==> config.mk <==
export PLATFORM = sky130hd
export DESIGN_NAME = controle_porta_elevador
export DESIGN_NICKNAME = d
export VERILOG_FILES = /design/src/rtl/controle_porta_elevador.sv
export SDC_FILE = /design/constraint.sdc
export NUM_CORES = 1
export LEC_CHECK = 0
export CAP_MARGIN = 20
export CORE_ASPECT_RATIO = 0.8
export CORE_MARGIN = 4
export CORE_UTILIZATION = 55
export DETAILED_ROUTE_END_ITERATION = 16
export PLACE_DENSITY = 0.86
export SLEW_MARGIN = 0
export SYNTH_ARGS = -nofsm -noshare
export SYNTH_HDL_FRONTEND = slang
export SYNTH_SLANG_ARGS = --single-unit
==> constraint.sdc <==
create_clock -name clock_in -period 6.15 [get_ports clock_in]
set_clock_uncertainty 0.2 [all_clocks]
set_input_delay 1.845 -clock clock_in [delete_from_list [all_inputs] [get_ports clock_in]]
set_output_delay 1.845 -clock clock_in [all_outputs]
set_load 0.1 [all_outputs]
==> src/rtl/controle_porta_elevador.sv <==
// rtl/controle_porta_elevador.sv - elevator door sequencing controller with dwell timer and watchdog
//
// Sequences the elevator door: opens on a floor-arrival pulse or the cabin
// open button, holds it open for a dwell time, closes it, reverses on an
// obstacle, and grants cabin motion only while the door is confirmed closed.
// A watchdog traps the controller into a fail-safe error state when the door
// does not reach its end position in time.
//
// Ports:
//   clock_in        clock, rising edge
//   reset_n         asynchronous active-low reset
//   pedido_abrir    one-cycle open request from the main elevator FSM
//   botao_abrir     cabin open button (level)
//   botao_fechar    cabin close button (level)
//   obstaculo       door-path obstacle sensor (level, 1 = blocked)
//   port_a          door-fully-open indicator
//   port_f          door-fully-closed indicator
//   control_port    door command, 1 = close, 0 = open
//   porta_liberada  1 = door confirmed closed, cabin may move
//   erro            sticky watchdog fault
//   estado          current state code
module controle_porta_elevador #(
    parameter int TEMPO_ABERTA = 8,
    parameter int TEMPO_LIMITE = 16
) (
    input  logic       clock_in,
    input  logic       reset_n,
    input  logic       pedido_abrir,
    input  logic       botao_abrir,
    input  logic       botao_fechar,
    input  logic       obstaculo,
    input  logic       port_a,
    input  logic       port_f,
    output logic       control_port,
    output logic       porta_liberada,
    output logic       erro,
    output logic [2:0] estado
);

    localparam int TMAX = (TEMPO_ABERTA > TEMPO_LIMITE) ? TEMPO_ABERTA : TEMPO_LIMITE;
    localparam int W    = $clog2(TMAX) + 1;

    localparam logic [W-1:0] TEMPO_CARGA = W'(TEMPO_ABERTA - 1);
    localparam logic [W-1:0] VIGIA_FIM   = W'(TEMPO_LIMITE - 1);
    localparam logic [W-1:0] UM          = W'(1);

    typedef enum logic [2:0] {
        FECHADA  = 3'd0,
        ABRINDO  = 3'd1,
        ABERTA   = 3'd2,
        FECHANDO = 3'd3,
        ERRO     = 3'd4
    } estado_t;

    estado_t        state, state_next;
    logic [W-1:0]   tempo, tempo_next;
    logic [W-1:0]   vigia, vigia_next;
    logic [W-1:0]   tempo_dec, vigia_inc;
    logic           pedido_any, reabrir;
    logic           cp_next, lib_next, erro_next;

    assign pedido_any = pedido_abrir | botao_abrir;
    // Any event that must keep the door open or reverse a closing door.
    assign reabrir    = pedido_any | obstaculo;

    // Both counters saturate instead of wrapping.
    assign tempo_dec = (tempo == '0) ? tempo : tempo - UM;
    assign vigia_inc = (vigia == '1) ? vigia : vigia + UM;

    always_comb begin
        state_next = state;
        tempo_next = tempo;
        vigia_next = vigia;
        case (state)
            FECHADA: begin
                if (pedido_any) begin
                    state_next = ABRINDO;
                    vigia_next = '0;
                end else if (!port_f) begin
                    // Door drifted away from closed: drive it shut again.
                    state_next = FECHANDO;
                    vigia_next = '0;
                end
            end
            ABRINDO: begin
                // port_a wins even if port_f is also (illegally) set.
                if (port_a) begin
                    state_next = ABERTA;
                    tempo_next = TEMPO_CARGA;
                end else if (vigia == VIGIA_FIM) begin
                    state_next = ERRO;
                end else begin
                    vigia_next = vigia_inc;
                end
            end
            ABERTA: begin
                if (reabrir) begin
                    tempo_next = TEMPO_CARGA;
                end else if (botao_fechar || tempo == '0) begin
                    state_next = FECHANDO;
                    vigia_next = '0;
                end else begin
                    tempo_next = tempo_dec;
                end
            end
            FECHANDO: begin
                if (reabrir) begin
                    state_next = ABRINDO;
                    vigia_next = '0;
                end else if (port_f) begin
                    state_next = FECHADA;
                end else if (vigia == VIGIA_FIM) begin
                    state_next = ERRO;
                end else begin
                    vigia_next = vigia_inc;
                end
            end
            ERRO: begin
                state_next = ERRO;
            end
            default: begin
                state_next = ERRO;
            end
        endcase
    end

    // Outputs are registered from the next state so they change together
    // with estado and never combinationally follow the inputs.
    always_comb begin
        cp_next   = (state_next == FECHADA) || (state_next == FECHANDO);
        lib_next  = (state_next == FECHADA);
        erro_next = (state_next == ERRO);
    end

    always_ff @(posedge clock_in or negedge reset_n) begin
        if (!reset_n) begin
            // Every reset drives the door closed before granting motion.
            state          <= FECHANDO;
            tempo          <= '0;
            vigia          <= '0;
            control_port   <= 1'b1;
            porta_liberada <= 1'b0;
            erro           <= 1'b0;
        end else begin
            state          <= state_next;
            tempo          <= tempo_next;
            vigia          <= vigia_next;
            control_port   <= cp_next;
            porta_liberada <= lib_next;
            erro           <= erro_next;
        end
    end

    assign estado = state;

endmodule

==> impl_metrics.env <==
export IMPL_fin_crit_sh=0.683
export IMPL_slew_headroom=0.342
export IMPL_fmax_mhz=238
export IMPL_critPathMaxFanout=14
export IMPL_synth_area_leader_cell="dfrtp_1"
export IMPL_grt_setup_unrepaired="no"
export IMPL_avgSynthCellArea_um2=9.75
export IMPL_start_kind="flip-flop"
export IMPL_drcViolationCount=0
export IMPL_synthTopCellsByArea="dfrtp_1, dfstp_2, ha_1, a21oi_1, nand2_1"
export IMPL_max_stage_delay_ns=1.19
export IMPL_synth_most_common_cell="dfrtp_1"
export IMPL_die_area_um2=2470
export IMPL_clk_latency_ns=0.30
export IMPL_p_per_area_nw_per_um2=466
export IMPL_path_delay_family="buffers and inverters"
export IMPL_grt_pass1_wl_um=3710
export IMPL_syn_area_um2=956
export IMPL_cts_sinks=16
export IMPL_cts_resized=0
export IMPL_io_buffers=13
export IMPL_yosysSeqAreaShare=0.423
export IMPL_hold_path_class="reg2reg"
export IMPL_wl_per_cell_um=15.7
export IMPL_vdd_drop_max_mv=0.378
export IMPL_grt_max_degree=17
export IMPL_htree_levels=1
export IMPL_place_gp_congestion=0.807
export IMPL_cp_num_buf_inv=1
export IMPL_maxCapViolCount=0
export IMPL_antenna_found_initial=0
export IMPL_synth_top_area_frac=0.340
export IMPL_ys_top_cells_by_count="dfrtp_1, nand2_1, a21oi_1"
export IMPL_status="completed"
export IMPL_tritoncts="built"
export IMPL_min_period_ns=4.20
export IMPL_grt_use_total=0.213
export IMPL_vias_per_cell=6.06
export IMPL_row_count=13
export IMPL_tns_ns=0
export IMPL_pin_count=14
export IMPL_drtAntennaViolNets=0
export IMPL_ys_ff_latch=16
export IMPL_tightest_slew_ns=0.984
export IMPL_syn2layout_area_growth_pct=18.8
export IMPL_die_w_um=54.6
export IMPL_numCtsBuffers=3
export IMPL_path_class="reg2out"
export IMPL_syn_inst=98
export IMPL_min_from="tempo[0]"
export IMPL_clock_root_buffer="clkbuf_4"
export IMPL_worstPathCellList="clkdlybuf4s50_1"
export IMPL_slowest_stage="clkdlybuf4s50_1"
export IMPL_postCtsHoldBufs=0
export IMPL_dieHeight_um=45.3
export IMPL_n_fill_cell=126
export IMPL_ys_warn_count=0
export IMPL_r2r_cells=6
export IMPL_worst_setup_hold_path_clk_slew_ns=0.08
export IMPL_nets=124
export IMPL_drive_gt1_frac=0.161
export IMPL_finish_utilization=0.692
export IMPL_vias=812
export IMPL_r2r_slack_ns=3.95
export IMPL_synth_cell_types=42
export IMPL_drt_total_wl_um=2100
export IMPL_drv_slew=0
export IMPL_worstReg2RegStart="vigia[0]"
export IMPL_syn_nets=109
export IMPL_first_global_vias=829
export IMPL_critPathArrivalTime_ns=2.15
export IMPL_coreArea_um2=1640
export IMPL_p_leak_nw=0.478
export IMPL_dr_first_iter_drc_count=35
export IMPL_initial_core_util=0.582
export IMPL_finalInstanceArea_um2=1140
export IMPL_dr_pass1_iters=5
export IMPL_hold_violations=0
export IMPL_num_antenna_cells=0
export IMPL_hold_depth=1
export IMPL_synthFlopType="dfrtp_1"
export IMPL_post_dp_cell_area_um2=1100
export IMPL_crit_cells=1
export IMPL_synth_edf_count=0
export IMPL_setup_viol=0
export IMPL_place_hpwl_um=1590
export IMPL_cts_path_max_buffers=2
export IMPL_r2r_end="control_port"
export IMPL_cp_data_required_time_ns=4.11
export IMPL_cp_end_kind="primary output"
export IMPL_overflow=0
export IMPL_synthArstFlopShare=1.00
export IMPL_hold_path_end="tempo[0]"
export IMPL_cts_post_setup_buffers_inserted=0
registers in the layout, indices dropped and copies added, names as in the netlist:
signal	flops
tempo	5
vigia	5
estado	3
control_port	1
erro	1
porta_liberada	1
where the power goes:
| part | total (mW) | leakage [nW] | internal, mW | switching [mW] |
|---|---|---|---|---|
| clock | 0.0690 | 0.0210 | 0.0361 | 0.0329 |
| combinational | 0.283 | 0.260 | 0.0983 | 0.184 |
| sequential | 0.177 | 0.197 | 0.138 | 0.0389 |
worst max-delay path by stage:
stage / startpoint / endpoint / slack [ns]
3_3_place_gp: botao_abrir / vigia[0] / 2.30
6_report: estado[0] / estado[0] / 1.95
2_1_floorplan: botao_abrir / vigia[0] / 2.88
5_1_grt: estado[0] / estado[0] / 1.90
3_5_place_dp: botao_abrir / vigia[0] / 2.23
4_1_cts: estado[0] / estado[0] / 1.96
cell type report:
type / instances / area [um^2] / area share
repair buffers: 13 / 130 / 0.115
well taps: 22 / 27.5 / 0.0242
inverters: 4 / 15.0 / 0.0132
multi-input cells: 75 / 523 / 0.460
flip-flops and latches: 16 / 404 / 0.356
clock buffers: 4 / 36.3 / 0.0319
metal layers:
layer,part of all wire,vias up,global-route usage
met5,0,-,0
met4,0.010,0,0.0697
met3,0.11,4,0.0957
met2,0.44,44,0.316
met1,0.43,369,0.275
li1,-,395,-
cell families (layout without fill, tap and decap cells):
| logic type | after synthesis | in the layout | synth area share |
|---|---|---|---|
| flops | 16 | 16 | 0.423 |
| mux | 4 | 4 | 0.0497 |
| buf+inv | 7 | 21 | 0.0301 |
| fa+ha+maj | 3 | 3 | 0.0393 |
| compound gates | 28 | 28 | 0.205 |
| simple gates | 40 | 40 | 0.253 |
metrics by stage:
stage	total power, mW	hold slack [ns]	cells	worst slack (ns)
3_5_place_dp	0.457	0.301	130	2.23
6_report	0.529	0.315	134	1.95
3_3_place_gp	0.446	0.298	130	2.30
2_1_floorplan	0.394	0.265	98	2.88
5_1_grt	0.559	0.355	134	1.90
4_1_cts	0.527	0.314	134	1.96
placed cells by master (no fill, tap or decap), drive strengths merged:
cell and instances:
a21boi 2, a21oi 7, a221oi 1, a222oi 1, a22o 2, a31o 1
a31oi 3, a41oi 1, and2 2, and3 1, and3b 1, and4bb 1
clkbuf 4, clkdlybuf4s50 13, dfrtp 13, dfstp 3, ha 3, inv 4
mux2 3, mux2i 1, nand2 9, nand2b 5, nand3 3, nand3b 1
nor2 5, nor2b 1, nor3 4, nor3b 2, nor4b 2, o2111ai 1
o211ai 1, o21ai 4, o21bai 2, o2bb2a 1, o31ai 1, or2 1
or3 1, or4b 1
No activity file was read; power rests on OpenSTA's default activity.
==> RTL edit 1: new RTL, same flow settings <==
Add an input register stage for `pedido_abrir`, `botao_abrir`, `botao_fechar`, `obstaculo`, `port_a` and `port_f`, without a reset; this delays them by one clock. Comments in the files are not updated.
--- a/src/rtl/controle_porta_elevador.sv
+++ b/src/rtl/controle_porta_elevador.sv
@@ -52,6 +52,22 @@
         ERRO     = 3'd4
     } estado_t;
 
+    logic pedido_abrir_q;
+    logic botao_abrir_q;
+    logic botao_fechar_q;
+    logic obstaculo_q;
+    logic port_a_q;
+    logic port_f_q;
+
+    always_ff @(posedge clock_in) begin
+        pedido_abrir_q <= pedido_abrir;
+        botao_abrir_q  <= botao_abrir;
+        botao_fechar_q <= botao_fechar;
+        obstaculo_q    <= obstaculo;
+        port_a_q       <= port_a;
+        port_f_q       <= port_f;
+    end
+
     estado_t        state, state_next;
     logic [W-1:0]   tempo, tempo_next;
     logic [W-1:0]   vigia, vigia_next;
@@ -59,9 +75,9 @@
     logic           pedido_any, reabrir;
     logic           cp_next, lib_next, erro_next;
 
-    assign pedido_any = pedido_abrir | botao_abrir;
+    assign pedido_any = pedido_abrir_q | botao_abrir_q;
     // Any event that must keep the door open or reverse a closing door.
-    assign reabrir    = pedido_any | obstaculo;
+    assign reabrir    = pedido_any | obstaculo_q;
 
     // Both counters saturate instead of wrapping.
     assign tempo_dec = (tempo == '0) ? tempo : tempo - UM;
@@ -76,7 +92,7 @@
                 if (pedido_any) begin
                     state_next = ABRINDO;
                     vigia_next = '0;
-                end else if (!port_f) begin
+                end else if (!port_f_q) begin
                     // Door drifted away from closed: drive it shut again.
                     state_next = FECHANDO;
                     vigia_next = '0;
@@ -84,7 +100,7 @@
             end
             ABRINDO: begin
                 // port_a wins even if port_f is also (illegally) set.
-                if (port_a) begin
+                if (port_a_q) begin
                     state_next = ABERTA;
                     tempo_next = TEMPO_CARGA;
                 end else if (vigia == VIGIA_FIM) begin
@@ -96,7 +112,7 @@
             ABERTA: begin
                 if (reabrir) begin
                     tempo_next = TEMPO_CARGA;
-                end else if (botao_fechar || tempo == '0) begin
+                end else if (botao_fechar_q || tempo == '0) begin
                     state_next = FECHANDO;
                     vigia_next = '0;
                 end else begin
@@ -107,7 +123,7 @@
                 if (reabrir) begin
                     state_next = ABRINDO;
                     vigia_next = '0;
-                end else if (port_f) begin
+                end else if (port_f_q) begin
                     state_next = FECHADA;
                 end else if (vigia == VIGIA_FIM) begin
                     state_next = ERRO;
Formal check against the unedited RTL: not equivalent (Yosys sat finds a counterexample within 4 cycles, from zero or initial values and one cycle with reset_n low).
==> RTL edit 1 against the original RTL <==
Sequential cell count is 6 higher; combinational power is 9.2% higher; first-iteration DRC count is 11% lower; worst setup slack better by 0.051 ns; power is 18% higher; fmax is 1.2% higher; final area is 12% higher; synthesized area is 12% higher; wire length is 5.6% lower.
==> RTL edit 1: results (changes against the original RTL) <==
min-delay worst type flip-flop to flip-flop (unchanged); Psw 268.3 µW (was 256.1 µW); CP max FO 12 (was 14); mux contribution to synthesized area 2.328% (was 4.974%); kind of cell adding the most delay to the critical path buffers and inverters (unchanged); Clock Tree Buf Depth 2 (unchanged); Compound-Gate Fraction of Synth Area 19.79% (was 20.55%); Seq/Total Area, Yosys 48.78% (was 42.28%); Syn Nets 111 (was 109); Synth cell types 46 (was 42); Post-Place Worst Slack 2.349 ns (was 2.233 ns); first-pass GRT wire length 3463 µm (was 3712 µm); CTS clk-pin slew, worst paths 0.11 ns (was 0.08 ns); share of layout cells above drive strength 1 20.87% (was 16.07%); largest net degree at the start of global routing 17 (unchanged); gr usage total 16.79% (was 21.29%); WL met2 911 µm (was 931 µm); status finished clean (unchanged); crit path max-delay cell type clkdlybuf4s50_1 (unchanged); pwr/cell area 490.6 nW/µm² (was 465.6 nW/µm²); DRT iter0 DRCs 31 (was 35); nets 127 (was 124); Post CTS Setup Buffer Count 0 (unchanged); number of routed nets with antenna violations 0 (unchanged); H-tree depth 1 (unchanged); adder-cell share of the synthesized area 3.492% (was 3.927%); Metal-1 WL 892 µm (was 912 µm); Cell Area, Placed 1222 µm² (was 1100 µm²); Synth async-reset ratio 72.73% (was 100.0%); largest vdd supply drop 0.0003786 V (was 0.0003781 V); Yosys warning total 0 (unchanged); # resized after CTS 0 (unchanged); clock root cell clkbuf_4 (unchanged); DR top layer met4 (unchanged); Worst-Skew Late Latency 0.30 ns (about the same); antenna violations before repair 0 (unchanged); Worst Path Arrival 2.10 ns (was 2.15 ns); First-pass DRT Iterations 4 (was 5); XOR/XNOR Fraction of Synth Area 0% (unchanged); post-DR wirelength/cell 14.28 µm (was 15.69 µm); prevailing post-synth register cell dfrtp_1 (unchanged); post-DP HPWL 1502 µm (was 1591 µm); Num CTS Buffers 3 (unchanged); vias per inst 5.763 (was 6.060); gpl congestion 0.7798 (was 0.8066); Crit path largest cell delay 1.21 ns (was 1.19 ns); Port Buffer Count 13 (unchanged); most frequent cells after synthesis dfrtp_1 (13), nand2_1 (8), a21oi_1 (7), dfxtp_1 (6), nor2_1 (5) (was dfrtp_1 (13), nand2_1 (9), a21oi_1 (7), nand2b_1 (5), nor2_1 (5)); Leak 0.5786 nW (was 0.4780 nW); Max-slew headroom 34.69% (was 34.18%); met3 WL 168 µm (was 237 µm); top cells by area, synth dfrtp_1 (30%), dfxtp_1 (11%), dfstp_2 (7.3%) (was dfrtp_1 (34%), dfstp_2 (8.2%), ha_1 (3.9%)); vias in the first global route 803 (was 829); # diodes 0 (unchanged)
==> RTL edit 1: layout make-up <==
class                   instances  area [µm²]
fillers                       142       599.3
clock inverters                 1       30.03
clock buffers                   3       22.52
multi-input cells              72       523.0
repair buffers                 13       130.1
well taps                      24       30.03
inverters                       4       15.01
flip-flops and latches         22       524.3
==> RTL edit 1: kinds of logic after synthesis <==
| family | after synthesis |
|---|---|
| buf+inv | 6 |
| fa+ha+maj | 3 |
| compound gates | 27 |
| flops | 22 |
| simple gates | 40 |
| mux | 2 |
==> RTL edit 1: routing by layer <==
layer,global-route usage (%),up-vias
li1,-,396
met1,20.53,367
met2,29.05,36
met3,5.930,2
met4,4.167,0
met5,0,-
==> RTL edit 1: power groups by stage <==
| stage | Clock (mW) | Sequential [mW] | Combinational, mW |
|---|---|---|---|
| global placement | 0 | 0.210 | 0.296 |
| finish | 0.107 | 0.210 | 0.309 |
| floorplan | 0 | 0.302 | 0.151 |
| CTS | 0.109 | 0.209 | 0.309 |
| detailed placement | 0 | 0.212 | 0.305 |
| global route | 0.118 | 0.215 | 0.325 |
==> RTL edit 1: metrics by stage <==
stage | total power [mW] | instances | util (%)
floorplan | 0.4530 | 100 | -
global placement | 0.5058 | 135 | 65.22
CTS | 0.6268 | 139 | 68.02
detailed placement | 0.5169 | 135 | 65.22
global route | 0.6584 | 139 | 68.02
finish | 0.6255 | 139 | 68.02
==> RTL edit 1: final timing paths <==
check / end / slack [ns] / startpoint / cells after the start
max in group asynchronous: erro / 3.58 / reset_n / 1
worst min-delay path: tempo[0] / 0.30 / tempo[0] / 1
worst max register to register: vigia[0] / 3.48 / vigia[0] / 7
worst min register to register: tempo[0] / 0.30 / tempo[0] / 1
min in group asynchronous: tempo[2] / 1.74 / reset_n / 1
worst max-delay path: estado[2] / 2.00 / estado[2] / 1
==> RTL edit 2: new RTL, same flow settings <==
Without the edit above. Change the parameter `TEMPO_LIMITE` from 16 to 32.
--- a/src/rtl/controle_porta_elevador.sv
+++ b/src/rtl/controle_porta_elevador.sv
@@ -21,7 +21,7 @@
 //   estado          current state code
 module controle_porta_elevador #(
     parameter int TEMPO_ABERTA = 8,
-    parameter int TEMPO_LIMITE = 16
+    parameter int TEMPO_LIMITE = 32
 ) (
     input  logic       clock_in,
     input  logic       reset_n,
Formal check against the unedited RTL: no difference found for any inputs over 10 cycles, from zero or initial values and one cycle with reset_n low; that may be too few to reach the edited logic, so the function may still have changed.
==> RTL edit 2 against the original RTL <==
Worst setup slack got worse by 0.051 ns; global-route usage is 0.63 points lower; synthesized area is 8.8% higher; wire length is 12% higher; worst hold slack improved by 0.0035 ns; largest cell class unchanged; sequential cell count increased by 2; highest routed layer unchanged; final area grew 7.3%.
Power is not compared: it rests on default switching activity, and its combinational part moved more than twofold at a synthesized area within 25%.
==> RTL edit 2: results (changes against the original RTL) <==
status finished clean (unchanged); Mapped Avg Cell Area 9.121 µm² (was 9.754 µm²); vias per inst 6.205 (was 6.060); Cell Area, Placed 1182 µm² (was 1100 µm²); WL met2 1006 µm (was 931 µm); share of layout cells above drive strength 1 10.85% (was 16.07%); Vias 937 (was 812); Area growth, synth to finish 17.21% (was 18.85%); first-pass GRT wire length 4112 µm (was 3712 µm); largest net degree at the start of global routing 19 (was 17); post-DR wirelength/cell 15.66 µm (was 15.69 µm); Syn Nets 124 (was 109); Setup crit start botao_abrir (was estado[0]); mux contribution to synthesized area 0.9627% (was 4.974%); Cell Count Post-Placement 147 (was 130); r2r setup slk 3.39 ns (was 3.95 ns); most frequent cells after synthesis dfrtp_1 (15), nand2_1 (15), nor2_1 (15), a31oi_1 (8), o21ai_0 (8) (was dfrtp_1 (13), nand2_1 (9), a21oi_1 (7), nand2b_1 (5), nor2_1 (5)); RR Endpoint vigia[2] (was control_port); nets 140 (was 124); Compound-Gate Fraction of Synth Area 24.55% (was 20.55%); post-DP HPWL 1806 µm (was 1591 µm); CP max FO 10 (was 14); gr usage total 20.66% (was 21.29%); top cells by area, synth dfrtp_1 (36%), dfstp_2 (7.6%), nand2_1 (5.4%) (was dfrtp_1 (34%), dfstp_2 (8.2%), ha_1 (3.9%)); Post-Place Worst Slack 1.560 ns (was 2.233 ns); Fmax 0.2353 GHz (was 0.2382 GHz)
RTL edit 2: report_power, final:
part	switching, mW	internal, mW	total (mW)
registers	0	0.118	0.118
logic	0.00488	0.00487	0.00976
clock network	0.0366	0.0362	0.0728
RTL edit 2: critical path, cell delays in order:
cell             delay, ns
clkdlybuf4s50_1       0.46
or3_4                 0.41
or4_4                 0.53
o211ai_2              0.20
nand4bb_1             0.44
a31oi_1               0.18
a31oi_1               0.19
RTL edit 2: area by class of cell:
cell class,count,share of cell area [%]
well taps,22,2.259
repair buffers,13,10.68
inverters,5,1.540
clock buffers,4,2.977
multi-input cells,89,45.28
flip-flops and latches,18,37.27
RTL edit 2: cells by family after synthesis:
logic type | Yosys count
AO/OA/AOI/OAI | 34
buffers and inverters | 7
adder cells (fa/ha/maj) | 2
AND/OR/NAND/NOR | 52
multiplexers | 1
flip-flops | 18
RTL edit 2: how the worst min path moves through the flow:
stage                        start       end  slack, ns  cells after the start
after floorplan           tempo[5]  tempo[5]       0.25                      1
after global placement    tempo[5]  tempo[5]       0.28                      1
after detailed placement  tempo[5]  tempo[5]       0.30                      1
after CTS                 tempo[5]  tempo[5]       0.32                      1
after global routing      tempo[5]  tempo[5]       0.34                      1
final                     tempo[0]  tempo[0]       0.32                      1
RTL edit 2: layer usage:
layer  vias up  GRT usage [%]
met1       432          25.82
met4         0          7.109
met5         -              0
met2        45          34.56
li1        452              -
met3         8          6.868
